## config.mk

```make
export PLATFORM = sky130hd
export DESIGN_NAME = freq_meter
export DESIGN_NICKNAME = d
export VERILOG_FILES = /design/src/rtl/freq_meter_pkg.sv /design/src/rtl/freq_meter_divider.sv /design/src/rtl/freq_meter.sv
export SDC_FILE = /design/constraint.sdc
export NUM_CORES = 1
export LEC_CHECK = 0
export CORE_MARGIN = 2
export CORE_UTILIZATION = 25
export CTS_BUF_LIST = sky130_fd_sc_hd__clkbuf_4 sky130_fd_sc_hd__clkbuf_8
export DETAILED_ROUTE_END_ITERATION = 12
export HOLD_SLACK_MARGIN = 0.06
export PLACE_DENSITY = 0.35
export SLEW_MARGIN = 20
export SYNTH_ARGS = -nofsm -noshare
export SYNTH_HDL_FRONTEND = slang
export SYNTH_HIERARCHICAL = 1
export SYNTH_SLANG_ARGS = --single-unit
```

## constraint.sdc

```tcl
create_clock -name CLK -period 9.44 [get_ports CLK]
set_input_delay 1.416 -clock CLK [delete_from_list [all_inputs] [get_ports CLK]]
set_output_delay 1.416 -clock CLK [all_outputs]
set_load 0.01 [all_outputs]
```

## src/rtl/freq_meter_pkg.sv

```systemverilog
// -----------------------------------------------------------------------------
// freq_meter_pkg
// Shared definitions for the reciprocal frequency meter:
//   state_e         measurement FSM encoding (ARM, COUNT, DIVIDE, DONE)
//   DIV_W           dividend / quotient width of the serial divider (64)
//   FREQ_W          width of the reported frequency and of the divisor (32)
//   CNT_W           width of the CLK-cycle counter (32)
//   EDGE_W          width of the input-period counter (8, PERIODS <= 255)
//   calc_numerator  N = PERIODS * CLK_HZ * 1000 (mHz scaling), 64 bits
// -----------------------------------------------------------------------------
package freq_meter_pkg;

    typedef enum logic [1:0] {
        ST_ARM    = 2'd0,
        ST_COUNT  = 2'd1,
        ST_DIVIDE = 2'd2,
        ST_DONE   = 2'd3
    } state_e;

    localparam int DIV_W  = 64;
    localparam int FREQ_W = 32;
    localparam int CNT_W  = 32;
    localparam int EDGE_W = 8;

    // Cycles-per-period counts are divided into this constant, so the
    // quotient comes out directly in millihertz.
    function automatic logic [DIV_W-1:0] calc_numerator(input logic [63:0] clk_hz,
                                                        input logic [63:0] periods);
        return periods * clk_hz * 64'd1000;
    endfunction

endpackage

```

## src/rtl/freq_meter_divider.sv

```systemverilog
// -----------------------------------------------------------------------------
// serial_divider
// 64/32 restoring divider, one quotient bit per clock, fixed 64-cycle latency.
//   CLK       in   system clock
//   RESET     in   synchronous active-high reset (aborts a division)
//   start     in   one-cycle pulse; dividend/divisor sampled this cycle
//   dividend  in   64-bit unsigned dividend
//   divisor   in   32-bit unsigned divisor
//   busy      out  high from the cycle after start through the done cycle
//   done      out  one-cycle pulse 64 cycles after start; quotient valid
//   quotient  out  64-bit unsigned quotient (all ones when divisor is 0)
// The first quotient bit is produced on the same clock that loads the
// operands, so the last of the 64 steps lands one cycle before done.
// -----------------------------------------------------------------------------
module serial_divider
    import freq_meter_pkg::*;
(
    input  logic              CLK,
    input  logic              RESET,
    input  logic              start,
    input  logic [DIV_W-1:0]  dividend,
    input  logic [FREQ_W-1:0] divisor,
    output logic              busy,
    output logic              done,
    output logic [DIV_W-1:0]  quotient
);

    localparam int STEP_W = $clog2(DIV_W);

    logic [FREQ_W-1:0] rem_q, rem_d;
    logic [DIV_W-1:0]  quo_q, quo_d;
    logic [FREQ_W-1:0] dsr_q, dsr_d;
    logic [STEP_W-1:0] step_q, step_d;
    logic              busy_q, busy_d;
    logic              done_q, done_d;

    logic [FREQ_W-1:0] rem_in;
    logic [DIV_W-1:0]  quo_in;
    logic [FREQ_W-1:0] dsr_in;
    logic [FREQ_W:0]   trial;
    logic [FREQ_W-1:0] rem_step;
    logic [DIV_W-1:0]  quo_step;

    // One restoring step. The partial remainder is always below the divisor,
    // so a successful subtraction fits back into FREQ_W bits. A zero divisor
    // makes every trial succeed, which yields an all-ones quotient.
    always_comb begin
        rem_in = start ? '0       : rem_q;
        quo_in = start ? dividend : quo_q;
        dsr_in = start ? divisor  : dsr_q;
        trial  = {rem_in, quo_in[DIV_W-1]};
        if (trial >= {1'b0, dsr_in}) begin
            rem_step = trial[FREQ_W-1:0] - dsr_in;
            quo_step = {quo_in[DIV_W-2:0], 1'b1};
        end else begin
            rem_step = trial[FREQ_W-1:0];
            quo_step = {quo_in[DIV_W-2:0], 1'b0};
        end
    end

    always_comb begin
        rem_d  = rem_q;
        quo_d  = quo_q;
        dsr_d  = dsr_q;
        step_d = step_q;
        busy_d = busy_q;
        done_d = 1'b0;
        if (start) begin
            rem_d  = rem_step;
            quo_d  = quo_step;
            dsr_d  = divisor;
            step_d = STEP_W'(1);
            busy_d = 1'b1;
        end else if (done_q) begin
            busy_d = 1'b0;
        end else if (busy_q) begin
            rem_d  = rem_step;
            quo_d  = quo_step;
            step_d = step_q + STEP_W'(1);
            if (step_q == STEP_W'(DIV_W - 1)) begin
                done_d = 1'b1;
            end
        end
    end

    always_ff @(posedge CLK) begin
        if (RESET) begin
            rem_q  <= '0;
            quo_q  <= '0;
            dsr_q  <= '0;
            step_q <= '0;
            busy_q <= 1'b0;
            done_q <= 1'b0;
        end else begin
            rem_q  <= rem_d;
            quo_q  <= quo_d;
            dsr_q  <= dsr_d;
            step_q <= step_d;
            busy_q <= busy_d;
            done_q <= done_d;
        end
    end

    assign busy     = busy_q;
    assign done     = done_q;
    assign quotient = quo_q;

endmodule

```

## src/rtl/freq_meter.sv

```systemverilog
// -----------------------------------------------------------------------------
// freq_meter
// Reciprocal frequency meter. Counts CLK cycles across PERIODS rising edges of
// SIG_IN and divides PERIODS*CLK_HZ*1000 by that count, reporting mHz.
//   CLK      in   system clock
//   RESET    in   synchronous active-high reset
//   SIG_IN   in   asynchronous square-wave input
//   FREQ     out  last measured frequency in mHz (saturates at 32'hFFFF_FFFF)
//   VALID    out  one-cycle pulse when FREQ updates
//   BUSY     out  high while counting or dividing
//   TIMEOUT  out  last update came from a timeout; cleared by a normal update
// Build option: define FREQ_METER_TIMEOUT_EN to add the idle/overflow timeout
// (FREQ=0, TIMEOUT=1 after TIMEOUT_CYCLES without an input edge). Without it
// the meter waits indefinitely and TIMEOUT stays 0.
// -----------------------------------------------------------------------------
module freq_meter
    import freq_meter_pkg::*;
#(
    parameter int unsigned CLK_HZ         = 100_000_000,
    parameter int unsigned PERIODS        = 16,
    parameter int unsigned TIMEOUT_CYCLES = 100_000_000
) (
    input  logic              CLK,
    input  logic              RESET,
    input  logic              SIG_IN,
    output logic [FREQ_W-1:0] FREQ,
    output logic              VALID,
    output logic              BUSY,
    output logic              TIMEOUT
);

    if (PERIODS < 1 || PERIODS > 255) begin : g_bad_periods
        $error("freq_meter: PERIODS must be in 1..255");
    end
    if (TIMEOUT_CYCLES < 1) begin : g_bad_timeout
        $error("freq_meter: TIMEOUT_CYCLES must be at least 1");
    end

    localparam logic [DIV_W-1:0]  NUMER     = calc_numerator(64'(CLK_HZ), 64'(PERIODS));
    localparam logic [EDGE_W-1:0] LAST_EDGE = EDGE_W'(PERIODS);

    function automatic logic [FREQ_W-1:0] sat_freq(input logic [DIV_W-1:0] q);
        return (|q[DIV_W-1:FREQ_W]) ? '1 : q[FREQ_W-1:0];
    endfunction

    state_e state_q, state_d;

    logic s1_q, s2_q, s3_q;
    logic edge_det;

    logic [CNT_W-1:0]  cnt_q, cnt_d;
    logic [EDGE_W-1:0] ecnt_q, ecnt_d;
    logic [FREQ_W-1:0] freq_q, freq_d;
    logic              valid_q, valid_d;
    logic              tmo_q, tmo_d;

    logic              final_edge;
    logic              timeout_hit;
    logic              div_start;
    logic              div_busy;
    logic              div_done;
    logic [DIV_W-1:0]  div_quot;

    // Synchronizer plus edge register. Resetting all three to 1 means a high
    // input at reset release cannot look like a rising edge.
    always_ff @(posedge CLK) begin
        if (RESET) begin
            s1_q <= 1'b1;
            s2_q <= 1'b1;
            s3_q <= 1'b1;
        end else begin
            s1_q <= SIG_IN;
            s2_q <= s1_q;
            s3_q <= s2_q;
        end
    end

    assign edge_det   = s2_q & ~s3_q;
    assign final_edge = edge_det && ((ecnt_q + EDGE_W'(1)) == LAST_EDGE);

`ifdef FREQ_METER_TIMEOUT_EN
    logic [31:0] idle_q, idle_d;

    // An input edge takes precedence over reaching the idle limit in the
    // same cycle. A wrapping cycle counter is reported the same way.
    assign timeout_hit = ((state_q == ST_ARM) || (state_q == ST_COUNT)) &&
                         ((!edge_det && (idle_q == 32'(TIMEOUT_CYCLES - 1))) ||
                          ((state_q == ST_COUNT) && (cnt_q == '1)));

    always_comb begin
        idle_d = idle_q;
        if (edge_det || timeout_hit) begin
            idle_d = '0;
        end else if ((state_q == ST_ARM) || (state_q == ST_COUNT)) begin
            idle_d = idle_q + 32'd1;
        end
    end

    always_ff @(posedge CLK) begin
        if (RESET) begin
            idle_q <= '0;
        end else begin
            idle_q <= idle_d;
        end
    end
`else
    assign timeout_hit = 1'b0;
`endif

    // FSM: state register
    always_ff @(posedge CLK) begin
        if (RESET) begin
            state_q <= ST_ARM;
        end else begin
            state_q <= state_d;
        end
    end

    // FSM: next state
    always_comb begin
        state_d = state_q;
        case (state_q)
            ST_ARM: begin
                if (edge_det && !timeout_hit) begin
                    state_d = ST_COUNT;
                end
            end
            ST_COUNT: begin
                if (timeout_hit) begin
                    state_d = ST_ARM;
                end else if (final_edge) begin
                    state_d = ST_DIVIDE;
                end
            end
            ST_DIVIDE: begin
                if (div_done) begin
                    state_d = ST_DONE;
                end
            end
            ST_DONE:  state_d = ST_ARM;
            default:  state_d = ST_ARM;
        endcase
    end

    // FSM: outputs. The divider stays busy through its done cycle, so it
    // covers exactly the DIVIDE state.
    always_comb begin
        BUSY      = (state_q == ST_COUNT) || div_busy;
        div_start = (state_q == ST_COUNT) && final_edge && !timeout_hit;
    end

    // Counters and result registers. The divisor handed to the divider is
    // CNT+1: the cycle count from the arming edge to the final edge.
    always_comb begin
        cnt_d   = cnt_q;
        ecnt_d  = ecnt_q;
        freq_d  = freq_q;
        valid_d = 1'b0;
        tmo_d   = tmo_q;
        if (timeout_hit) begin
            cnt_d   = '0;
            ecnt_d  = '0;
            freq_d  = '0;
            valid_d = 1'b1;
            tmo_d   = 1'b1;
        end else begin
            case (state_q)
                ST_ARM: begin
                    if (edge_det) begin
                        cnt_d  = '0;
                        ecnt_d = '0;
                    end
                end
                ST_COUNT: begin
                    cnt_d = cnt_q + CNT_W'(1);
                    if (edge_det) begin
                        ecnt_d = ecnt_q + EDGE_W'(1);
                    end
                end
                ST_DIVIDE: begin
                    if (div_done) begin
                        freq_d  = sat_freq(div_quot);
                        valid_d = 1'b1;
                        tmo_d   = 1'b0;
                    end
                end
                default: ;
            endcase
        end
    end

    always_ff @(posedge CLK) begin
        if (RESET) begin
            cnt_q   <= '0;
            ecnt_q  <= '0;
            freq_q  <= '0;
            valid_q <= 1'b0;
            tmo_q   <= 1'b0;
        end else begin
            cnt_q   <= cnt_d;
            ecnt_q  <= ecnt_d;
            freq_q  <= freq_d;
            valid_q <= valid_d;
            tmo_q   <= tmo_d;
        end
    end

    serial_divider u_div (
        .CLK      (CLK),
        .RESET    (RESET),
        .start    (div_start),
        .dividend (NUMER),
        .divisor  (cnt_q + CNT_W'(1)),
        .busy     (div_busy),
        .done     (div_done),
        .quotient (div_quot)
    );

    assign FREQ    = freq_q;
    assign VALID   = valid_q;
    assign TIMEOUT = tmo_q;

endmodule

```

==> flow_summary.ini, run 1 <==
[critical_path]
arrival_ns = 6.07
worst-setup-path-type = reg -> reg
cp-end-kind = flop
cp_max_fo = 130
cp.required_ns = 9.98
start_kind = flop

[synth]
synth.area.top_cells = dfxtp_1 37%, a21oi_1 8.7%, nand2_1 7.0%, nor2_1 5.6%, ha_1 4.3%
syn_area_sq_um = 11700
ys_types = 89
yosys_warnings = 6
ys_seq_elements = 214
ys_seq_area_frac = 0.365
synth_edf_count = 0
syn-instance-count = 1487
synthFlopType = dfxtp_1
asyncSetResetFlopFracSynth = 0
synth_top_area_frac = 0.365
yosysMostFrequentCell = nand2_1
netlist_top_cells_count = 220 x nand2_1, 214 x dfxtp_1, 203 x a21oi_1
yosysTopAreaCell = dfxtp_1
synth_area_per_cell_sq_um = 7.89

[floorplanning]
core_area_sq_um = 46500
rows = 79
ioPinCount = 38
die_area_sq_um = 48700
fp.dieW_um = 221
initial_core_util = 0.252
die_y_um = 221

[clock_tree]
cts_buffers = 46
cts_tree = yes
htree_levels = 2
cts_buffer_depth = 3
path_clk_slew_ns = 0.06
post_cts_resized = 0
clock-root-buffer = clkbuf_8
postCtsHoldBufs = 0
cts.sink_count = 214
postCtsSetupRepairBufs = 0
clk_latency_ns = 0.63

[layout]
fillers = 5059
drive_gt1_frac = 0.107
antennaDiodeCount = 0
fin_area_sq_um = 13700
final_nets = 1585
syn_to_final_growth_pct = 17.2

[routing]
routed_wl_um = 36100
drtIter0Drc = 666
num_vias = 10500
wire_per_inst_um = 16.5
drt-vias-per-instance = 4.79
drc = 0
drt_pass1_iterations = 4
antenna_left = 0

[pwr]
intPower_uw = 1550
swShare = 0.252
p_per_area_nw_per_um2 = 151
irDropWorstVdd_mv = 0.0860
p_seq_frac = 0.439
comb_power_share = 0.037
power.switching_uw = 523
p_clk_frac = 0.524
leakage_uw = 0.00512

[sta]
fin_crit_ns = 5.53
skew_ns = 0.0188
final_hold_viol_count = 0
report.final.slew_viol_count = 0
max_freq_mhz = 181
fin_hold_ws_ns = 0.414
worst_pin_slew_ns = 1.03
timing.setup.tns_ns = 0
grt_setup_unrepaired = no
setup_violations = 0
relSlewSlack = 0.312
period_share = 0.586

[hold_path]
hp-class = reg -> reg

[place]
port_buffers = 36
place_area_sq_um = 12800
hpwl_um = 23200
gp_routability_congestion = 0.797

[flow_run]
drv_cap = 0

[global_routing]
antenna_found_initial = 0
grt_pass1_vias = 10200
overflow = 0
grt_pass1_wl_um = 57800
grt_max_degree = 131
track_usage = 0.151

[run_status]
outcome = completed
## path summary, 6_finish.rpt
path	from	endpoint	slack, ns	cells past startpoint
worst min register to register	s1_q	s2_q	0.41	1
worst min-delay path	s1_q	s2_q	0.41	1
worst max-delay path	ecnt_q[0]	u_div/rem_q[31]	3.91	16
worst max register to register	ecnt_q[0]	u_div/rem_q[31]	3.91	16
## cell families after synthesis
| logic type | count (synthesis) | share of synthesized area |
|---|---|---|
| DFF | 214 | 0.365 |
| AOI/OAI and AO/OA | 421 | 0.234 |
| and+or+nand+nor | 582 | 0.233 |
| other | 2 | 0.000640 |
| xor gates and xnor gates | 54 | 0.0403 |
| buffers and inverters | 134 | 0.0481 |
| adders and majority gates | 41 | 0.0444 |
| muxes | 39 | 0.0338 |
## power groups by stage
stage / registers [uW] / clock network (uW) / logic [uW]
global route: 910 / 1180 / 87.8
finish: 910 / 1080 / 77.3
global placement: 929 / 0 / 79.1
CTS: 910 / 1140 / 78.7
floorplan: 928 / 0 / 55.2
detailed placement: 929 / 0 / 78.5
## cell type report
class | count | area [sq um] | area share
multi-input cells | 1202 | 7140 | 0.520
flip-flops and latches | 214 | 4280 | 0.312
clock buffers | 75 | 926 | 0.0674
well taps | 607 | 759 | 0.0553
repair buffers | 48 | 464 | 0.0338
inverters | 29 | 109 | 0.00792
clock inverters | 8 | 60.1 | 0.00437
## routing by layer
layer,vias to the layer above,share of wire,GRT usage
met4,0,0.027,0.0558
met3,65,0.033,0.0254
li1,5337,-,-
met5,-,0,0
met1,4915,0.50,0.207
met2,142,0.44,0.236
## state kept, by name (all words and copies together), names as in the netlist
name and count:
u_div/quotient 64, FREQ 32, cnt_q 32, u_div/dsr_q 32, u_div/rem_q 32, ecnt_q 8
u_div/step_q 6, state_q 2, VALID 1, s1_q 1, s2_q 1, s3_q 1
u_div/busy 1, u_div/done 1
## critical path, cell delays in order, from the launching register on
cell and delay, ns:
dfxtp_1 0.45, ha_1 0.32, nor3b_1 0.21, a41oi_1 0.06, o32a_2 0.24, nor3b_2 0.30
buf_12 0.51, mux2i_1 0.43, ha_1 0.33, nand4_1 0.30, nor4_2 0.26, a211o_1 0.25
o22a_1 0.20, o31a_2 0.67, nand2_4 0.16, or4b_1 0.56, o211ai_1 0.09
## stage by stage
stage	power, uW	setup WS (ns)	instances	utilization
finish	2070	3.91	2183	0.296
floorplan	983	4.85	1550	-
global route	2180	3.40	2183	0.296
detailed placement	1010	3.85	2100	0.275
CTS	2120	3.83	2183	0.296
global placement	1010	3.90	2100	0.275
## cell usage in the layout (no fill, tap or decap), drive strengths merged, types with 35 or more instances in the layout
cell type,n
mux2i,37
conb,65
clkdlybuf4s50,35
nor2,176
dfxtp,214
nor2b,39
nand2,222
a21oi,204
clkbuf,75
o21ai,47
ha,40
Note: power is estimated with default switching activity, not from simulation.
==> run 2: changes to the inputs <==
Clock period 9.44 ns to 5.1 ns, I/O delays scaled along.
==> flow_summary.ini, run 2 (synthesized netlist as in run 1, its figures left out) <==
[clock_tree]
cts_buffers = 44
htree_levels = 2
cts_buffer_depth = 3
path_clk_slew_ns = 0.06
clock-root-buffer = clkbuf_8
postCtsHoldBufs = 0
clk_latency_ns = 0.63
cts_tree = yes
cts.sink_count = 214

[critical_path]
start_kind = flop
reg2reg_slack_ns = 0.35
cp_common_cell = buf_4
cp-end-kind = flop
worst-setup-path-type = reg -> reg
startpoint = ecnt_q[0]
cpMaxStageDelayCell = dfxtp_1
arrival_ns = 5.22
max_stage_delay_ns = 0.45
cp.required_ns = 5.57
crit_chain = ha_1 > nor3b_1 > a41oi_1 > o32a_2 > nor3b_2 > buf_4 > buf_16 > mux2i_1 > ha_1 > and4_1 > and4_1 > a211o_1 > buf_4 > o31a_2 > buf_4 > and2_1 > mux2i_1 > a211oi_1
r2r_start = ecnt_q[0]
cp_max_fo = 48

[floorplanning]
die_area_sq_um = 48700
initial_core_util = 0.252
core_area_sq_um = 46500
die_y_um = 221
fp.dieW_um = 221
ioPinCount = 38
rows = 79

[sta]
period_share = 0.932
setup_violations = 0
relSlewSlack = 0.311
skew_ns = 0.0240
max_freq_mhz = 210
fin_crit_ns = 4.75
worst_pin_slew_ns = 1.03
final_hold_viol_count = 0
report.final.slew_viol_count = 0

[global_routing]
antenna_found_initial = 0
grt_max_degree = 99
grt_pass1_wl_um = 56900
overflow = 0
grt_pass1_vias = 10000
track_usage = 0.149

[layout]
drive_gt1_frac = 0.122
final_nets = 1609
fillers = 5048
multi_input_comb_area_sq_um = 7170
syn_to_final_growth_pct = 19.1
final_util = 0.301
final_cell_count_no_fill = 2204
seqCellArea_sq_um = 4280
antennaDiodeCount = 0
largest_reg_flops = 64
final_cell_mix = 220 x nand2_1, 214 x dfxtp_1, 203 x a21oi_1, 174 x nor2_1, 65 x conb_1
final_common_cell = nand2_1

[run_status]
outcome = completed

[routing]
antenna_left = 0
routed_wl_um = 36400
drt-vias-per-instance = 4.78
drtIter0Drc = 486
wire_per_inst_um = 16.5
num_vias = 10500
drc = 0
drt_pass1_iterations = 5

[place]
port_buffers = 36
hpwl_um = 23900
dp_cells = 2125
gp_routability_congestion = 0.790

[pwr]
irDropWorstVdd_mv = 0.183
leakage_uw = 0.00524
p_per_area_nw_per_um2 = 274

[flow_run]
drv_cap = 0

[hold_path]
hp-class = reg -> reg
hold_start = s1_q
==> run 2: cell count changes in the layout (fill, tap and decap cells not counted), sizes merged <==
cell / delta
clkinvlp: -1
clkbuf: -7
buf: +26
inv: +2
bufinv: +1
==> run 2: through the flow <==
step / setup TNS, ns / hold slack (ns) / power [uW] / area (sq um) / setup WS [ns]
floorplan: 0 / 0.389 / 1820 / 12000 / 0.506
global placement: 0 / 0.405 / 1870 / 13000 / 0.196
detailed placement: 0 / 0.411 / 1870 / 13000 / 0.140
CTS: 0 / 0.425 / 3930 / 13900 / 0.0990
global route: -0.000740 / 0.432 / 4000 / 14000 / -0.000740
finish: 0 / 0.414 / 3820 / 14000 / 0.347
==> run 2: worst paths after layout <==
path | depth (start not counted) | end
min | 1 | s2_q
max reg2reg | 18 | u_div/rem_q[30]
min reg2reg | 1 | s2_q
max | 18 | u_div/rem_q[30]
==> run 2: where the power goes <==
part | leakage [uW] | switching, uW | total (uW) | internal (uW)
Sequential | 0.00172 | 5.74 | 1680 | 1680
Clock | 0.000516 | 850 | 1990 | 1140
Combinational | 0.00300 | 104 | 146 | 42.1
==> run 2: cell type report <==
type / count / area share
multi-input cells: 1202 / 0.513
flip-flops and latches: 214 / 0.307
clock buffers: 68 / 0.0621
well taps: 607 / 0.0544
repair buffers: 74 / 0.0489
inverters: 29 / 0.00779
clock inverters: 10 / 0.00690
==> run 2: layer usage <==
layer,up-vias,global-route usage,part of all wire
met1,4945,0.200,0.49
li1,5385,-,-
met2,134,0.239,0.45
met4,0,0.0569,0.027
met5,-,0,0
met3,61,0.0254,0.035
==> run 2: critical path: cells and delay by family (launching register included) <==
kind / cells / cell delay, ns
AND/OR/NAND/NOR: 5 / 1.08
buffers and inverters: 4 / 0.84
flip-flops: 1 / 0.45
multiplexers: 2 / 0.50
adder cells (fa/ha/maj): 2 / 0.71
AO/OA/AOI/OAI: 5 / 1.03
==> run 2: timing repair <==
action | CTS | global route
gates resized for setup | 0 | 9
setup endpoints to repair | 0 | 29
buffers inserted | 0 | 1
==> run 3: changes to the inputs <==
Settings changed: SLEW_MARGIN 20 to not set.
==> results of run 3 <==
The final DEF is identical to that of run 2; final timing and power are the same.
